### config.mk
export PLATFORM = sky130hd
export DESIGN_NAME = fibo_gen_param_flat
export DESIGN_NICKNAME = d
export VERILOG_FILES = /design/src/rtl/fibo_gen_param_if.sv /design/src/rtl/fibo_gen_param.sv /design/src/flat_wrapper.sv
export SDC_FILE = /design/constraint.sdc
export NUM_CORES = 1
export LEC_CHECK = 0
export CAP_MARGIN = 20
export CORE_MARGIN = 3
export CORE_UTILIZATION = 53
export DETAILED_ROUTE_END_ITERATION = 8
export MAX_ROUTING_LAYER = met4
export PLACE_DENSITY = 0.8
export SLEW_MARGIN = 10
export SYNTH_ARGS = -nofsm -noshare
export SYNTH_HDL_FRONTEND = slang
export SYNTH_SLANG_ARGS = --single-unit
### constraint.sdc
create_clock -name clk -period 3 [get_ports clk]
set_input_delay 0.6 -clock clk [delete_from_list [all_inputs] [get_ports clk]]
set_output_delay 0.6 -clock clk [all_outputs]
set_load 0.005 [all_outputs]
### src/rtl/fibo_gen_param_if.sv
// rtl/fibo_gen_param_if.sv - control/term interface bundle for the Fibonacci generator
interface fibo_gen_param_if #(
    parameter int WIDTH = 8,
    parameter int CNT_W = 8
);
    logic             start;
    logic             clear;
    logic             hold;
    logic [WIDTH-1:0] seed0;
    logic [WIDTH-1:0] seed1;
    logic [CNT_W-1:0] num_terms;
    logic [WIDTH-1:0] term;
    logic             term_valid;
    logic [CNT_W-1:0] term_index;
    logic             busy;
    logic             done;
    logic             overflow;

    modport master (
        output start, clear, hold, seed0, seed1, num_terms,
        input  term, term_valid, term_index, busy, done, overflow
    );

    modport slave (
        input  start, clear, hold, seed0, seed1, num_terms,
        output term, term_valid, term_index, busy, done, overflow
    );
endinterface

### src/rtl/fibo_gen_param.sv
// rtl/fibo_gen_param.sv - seeded Fibonacci term generator with overflow stop
module fibo_gen_param #(
    parameter int WIDTH = 8,
    parameter int CNT_W = 8
) (
    input  logic              clk,
    input  logic              reset,
    fibo_gen_param_if.slave   bus
);
    typedef enum logic [1:0] {
        IDLE = 2'd0,
        RUN  = 2'd1,
        DONE = 2'd2
    } state_t;

    state_t           state_q, state_d;
    logic [WIDTH-1:0] a, b;
    logic             a_ok, b_ok;
    logic [CNT_W-1:0] idx, n;
    logic [WIDTH-1:0] term_q;
    logic [CNT_W-1:0] term_index_q;
    logic             term_valid_q;
    logic             done_q;
    logic             overflow_q;

    logic             accept, emit, advance, ovf_set, done_d;
    logic [WIDTH:0]   sum;

    // Carry-out of the extended sum marks the first term that no longer fits.
    assign sum = {1'b0, a} + {1'b0, b};

    always_comb begin
        state_d = state_q;
        accept  = 1'b0;
        emit    = 1'b0;
        advance = 1'b0;
        ovf_set = 1'b0;
        done_d  = 1'b0;
        if (bus.clear) begin
            state_d = IDLE;
        end else begin
            case (state_q)
                IDLE: begin
                    if (bus.start) begin
                        accept  = 1'b1;
                        state_d = (bus.num_terms != '0) ? RUN : DONE;
                    end
                end
                RUN: begin
                    if (!bus.hold) begin
                        if (a_ok) begin
                            emit = 1'b1;
                            if (idx == n - CNT_W'(1)) begin
                                state_d = DONE;
                            end else begin
                                advance = 1'b1;
                            end
                        end else begin
                            ovf_set = 1'b1;
                            state_d = DONE;
                        end
                    end
                end
                DONE: begin
                    done_d  = 1'b1;
                    state_d = IDLE;
                end
                default: state_d = IDLE;
            endcase
        end
    end

    always_ff @(posedge clk or negedge reset) begin
        if (!reset) begin
            state_q      <= IDLE;
            a            <= '0;
            b            <= WIDTH'(1);
            a_ok         <= 1'b1;
            b_ok         <= 1'b1;
            idx          <= '0;
            n            <= '0;
            term_q       <= '0;
            term_index_q <= '0;
            term_valid_q <= 1'b0;
            done_q       <= 1'b0;
            overflow_q   <= 1'b0;
        end else begin
            state_q      <= state_d;
            term_valid_q <= emit;
            done_q       <= done_d;
            if (accept) begin
                a          <= bus.seed0;
                b          <= bus.seed1;
                a_ok       <= 1'b1;
                b_ok       <= 1'b1;
                idx        <= '0;
                n          <= bus.num_terms;
                overflow_q <= 1'b0;
            end
            if (emit) begin
                term_q       <= a;
                term_index_q <= idx;
            end
            if (advance) begin
                a    <= b;
                b    <= sum[WIDTH-1:0];
                a_ok <= b_ok;
                b_ok <= a_ok & b_ok & ~sum[WIDTH];
                idx  <= idx + CNT_W'(1);
            end
            if (ovf_set) begin
                overflow_q <= 1'b1;
            end
        end
    end

    assign bus.term       = term_q;
    assign bus.term_index = term_index_q;
    assign bus.term_valid = term_valid_q;
    assign bus.done       = done_q;
    assign bus.busy       = (state_q != IDLE);
    assign bus.overflow   = overflow_q;
endmodule

### src/flat_wrapper.sv
// flat-port wrapper written by rule: the top's interface ports become plain ports
module fibo_gen_param_flat 
#(
    parameter int WIDTH = 8,
    parameter int CNT_W = 8
)
  (clk, reset, bus_start, bus_clear, bus_hold, bus_seed0, bus_seed1, bus_num_terms, bus_term, bus_term_valid, bus_term_index, bus_busy, bus_done, bus_overflow);
  fibo_gen_param_if #(.WIDTH(WIDTH), .CNT_W(CNT_W)) bus_i ();
  input  logic clk;
  input  logic reset;
  input wire logic [$bits(bus_i.start)-1:0] bus_start;
  input wire logic [$bits(bus_i.clear)-1:0] bus_clear;
  input wire logic [$bits(bus_i.hold)-1:0] bus_hold;
  input wire logic [$bits(bus_i.seed0)-1:0] bus_seed0;
  input wire logic [$bits(bus_i.seed1)-1:0] bus_seed1;
  input wire logic [$bits(bus_i.num_terms)-1:0] bus_num_terms;
  output wire logic [$bits(bus_i.term)-1:0] bus_term;
  output wire logic [$bits(bus_i.term_valid)-1:0] bus_term_valid;
  output wire logic [$bits(bus_i.term_index)-1:0] bus_term_index;
  output wire logic [$bits(bus_i.busy)-1:0] bus_busy;
  output wire logic [$bits(bus_i.done)-1:0] bus_done;
  output wire logic [$bits(bus_i.overflow)-1:0] bus_overflow;
  assign bus_i.start = bus_start;
  assign bus_i.clear = bus_clear;
  assign bus_i.hold = bus_hold;
  assign bus_i.seed0 = bus_seed0;
  assign bus_i.seed1 = bus_seed1;
  assign bus_i.num_terms = bus_num_terms;
  assign bus_term = bus_i.term;
  assign bus_term_valid = bus_i.term_valid;
  assign bus_term_index = bus_i.term_index;
  assign bus_busy = bus_i.busy;
  assign bus_done = bus_i.done;
  assign bus_overflow = bus_i.overflow;
  fibo_gen_param #(.WIDTH(WIDTH), .CNT_W(CNT_W)) u_core (.clk(clk), .reset(reset), .bus(bus_i));
endmodule
==> impl_metrics.tcl <==
set metrics [dict create \
    outcome "finished, final reports clean" \
    clk_pin_slew_worst_paths_ns 0.10 \
    grt_start_max_net_pins 29 \
    cts_tree "done" \
    vias 2410 \
    timing.final.crit_period_ns 2.57 \
    ys.flop_type "dfrtp_1" \
    htreeDepth 2 \
    hold_viol_final 0 \
    synth_edf_count 0 \
    ys_types 54 \
    cts_setup_buffers 0 \
    netlist_instances 314 \
    grt_pass1_wl_mm 10.8 \
    clock_skew_ns 0.0120 \
    cts-root-buf "clkbuf_8" \
    die_y_um 80.5 \
    critPathArrivalTime_ns 2.77 \
    port_buffers 48 \
    clock-sinks 55 \
    p_clk_share_pct 17.8 \
    p_total_mw 2.25 \
    rows 26 \
    globalRouteOverflowTotal 0 \
    cp_slowest_cell "dfrtp_1" \
    die_area_sq_mm 0.00648 \
    crit_path_end_kind "flop" \
    fin_nets 403 \
    rsz0062_at_grt "false" \
    drtPass1Iterations 4 \
    setup_violations 0 \
    areaGrowthSynthToFinish_pct 21.3 \
    worstSetupStartpointType "flop" \
    synth_area_sq_mm 0.00294 \
    route.detailed.drc 0 \
    comb_power_share_pct 36.4 \
    nFillCells 441 \
    internal_power_mw 1.48 \
    syn_nets 354 \
    initial_core_util_pct 56.2 \
    power.density_mw_per_mm2 630 \
    num_antenna_cells 0 \
    cts_buffers 5 \
    ioPinCount 49 \
    cp.required_ns 3.19 \
    detail-route-antenna-nets 0 \
    core_sq_mm 0.00524 \
    drt-total-wl_mm 6.55 \
    drtIter0Drc 128 \
    path_max_fanout 16 \
    cts_resized 0 \
    slew_headroom_pct 66.3 \
    worst-path-stages 8 \
    drv_slew 0 \
    wl_per_cell_um 15.1 \
    track_usage_pct 22.1 \
    syn_area_per_cell_sq_um 9.37 \
    async_reset_ff_share_pct 100 \
    p_sw_share_pct 34.1 \
    p_leak_nw 1.66 \
    dp_hpwl_mm 4.87 \
    clock_latency_ns 0.31 \
    fin_setup_tns_ns 0 \
    worst-path-buf-inv 2 \
    critPathTopFamily "compound AO/OA/AOI/OAI gates" \
    r2r_cells 8 \
    synth-seq-area-share_pct 46.9 \
    place_congestion 0.884 \
    ir_drop_v 0.000326 \
    worstPathCellList "inv_1 -> ha_1 -> xnor2_1 -> a2111oi_0 -> buf_4 -> o2111a_1 -> nor2_4 -> a221o_1" \
    die_w_um 80.5 \
    drive_gt1_share_pct 7.97 \
    worstSetupPathType "flop to flop" \
    power.net_switching_mw 0.768 \
    fmax_mhz 389 \
    viasPerCell 5.55 \
    worstHoldPathType "input port to asynchronous set/reset pin" \
    critPathMaxStageDelay_ns 0.44 \
    ys_ff_latch 55 \
    tightest_slew_ns 0.501 \
    finalCritPeriodShare_pct 85.7 \
    whs_ns 0.147 \
    synth_warnings 0 \
    clockBufferDepth 2 \
    cts_hold_buf 0 \
    seqPwrFrac_pct 45.7 \
    cap_violations 0 \
    antenna_found_initial 0 \
    first_global_vias 2321 \
]
==> cell usage in the layout (no fill, tap or decap), types with 9 or more instances in the layout <==
master,n
ha_1,10
xnor2_1,10
clkdlybuf4s50_1,47
nand2_1,81
and2_1,9
nor2_1,15
a221o_1,12
inv_1,10
dfrtp_1,52
o21ai_0,11
==> worst paths after layout <==
path | to | slack (ns) | from
hold reg to reg | u_core.bus.term[0] | 0.48 | u_core.bus.term[0]
setup reg to reg | u_core.a[0] | 0.43 | u_core.n[0]
min in group clk | u_core.bus.term[0] | 0.48 | u_core.bus.term[0]
hold / removal | u_core.b[2] | 0.15 | reset
setup / recovery | u_core.a[0] | 0.43 | u_core.n[0]
max in group asynchronous | u_core.b[0] | 2.16 | reset
==> stage by stage <==
step	cell area, sq um	std cells	utilization [%]	setup slack [ns]
floorplan	2940	314	-	0.569
global placement	3480	426	66.5	0.521
detailed placement	3480	426	66.5	0.444
CTS	3570	434	68.1	0.423
global route	3570	434	68.1	0.302
finish	3570	434	68.1	0.428
==> power by group through the flow <==
stage	Sequential (mW)	Combinational, mW	Clock [mW]
6_report	1.03	0.819	0.401
3_5_place_dp	1.04	0.814	0
4_1_cts	1.03	0.822	0.409
2_1_floorplan	1.01	0.555	0
3_3_place_gp	1.04	0.798	0
5_1_grt	1.05	0.923	0.440
==> area by class of cell <==
cell class	count	area, sq um	area share (%)
clock buffer	6	72.6	2.03
clock inverter	2	12.5	0.351
inverter	11	41.3	1.16
multi-input combinational	234	1440	40.3
sequential	55	1380	38.7
tap	70	87.6	2.45
timing repair buffer	56	536	15.0
==> per-layer routing <==
metal	vias to the layer above	share of wire (%)	global-route usage, %
met3	13	3.1	3.48
met4	0	1.6	6.76
met1	1159	46	27.8
met2	49	50	36.9
li1	1189	-	-
met5	-	0	-
==> registers in the layout, indices dropped and copies added (netlist names) <==
register               flops
u_core.bus.term_index      8
u_core.b                   8
u_core.n                   8
u_core.state_q             2
u_core.bus.term            8
u_core.b_ok                1
u_core.a                   8
u_core.idx                 8
u_core.bus.term_valid      1
u_core.bus.done            1
u_core.bus.overflow        1
u_core.a_ok                1
==> cells in the mapped netlist (all sizes together), types with 2 or more instances <==
cell     number  share of area (%)
a31oi         4               0.85
xor2          5                1.5
clkbuf        6               0.77
nor4          4               0.85
dfrtp        52                 44
o2111ai       2               0.60
inv          11                1.4
nor2b         4               0.85
a21o          2               0.51
o221ai        3               0.89
nor2         16                2.3
mux2i         7                2.4
and2          9                1.9
ha           10                4.3
nand3         8                1.5
a2111oi       2               0.60
o21ai        11                1.9
a221o        12                4.1
or2           3               0.64
a21oi         9                1.7
o211ai        2               0.51
xnor2        10                3.0
dfstp         3                2.7
buf           8                2.0
nand2        81                 10
nor3          8                1.4
o21a          2               0.51
==> logic make-up (layout without fill, tap and decap cells) <==
group | Yosys count | count (layout) | synth area share [%]
AND/OR/NAND/NOR | 142 | 142 | 22.1
adder cells (fa/ha/maj) | 11 | 11 | 4.93
XOR/XNOR | 15 | 15 | 4.46
multiplexers | 8 | 8 | 2.76
buffers and inverters | 25 | 75 | 4.21
AO/OA/AOI/OAI | 58 | 58 | 14.6
flip-flops | 55 | 55 | 46.9
Power figures use the tool's default switching activity.
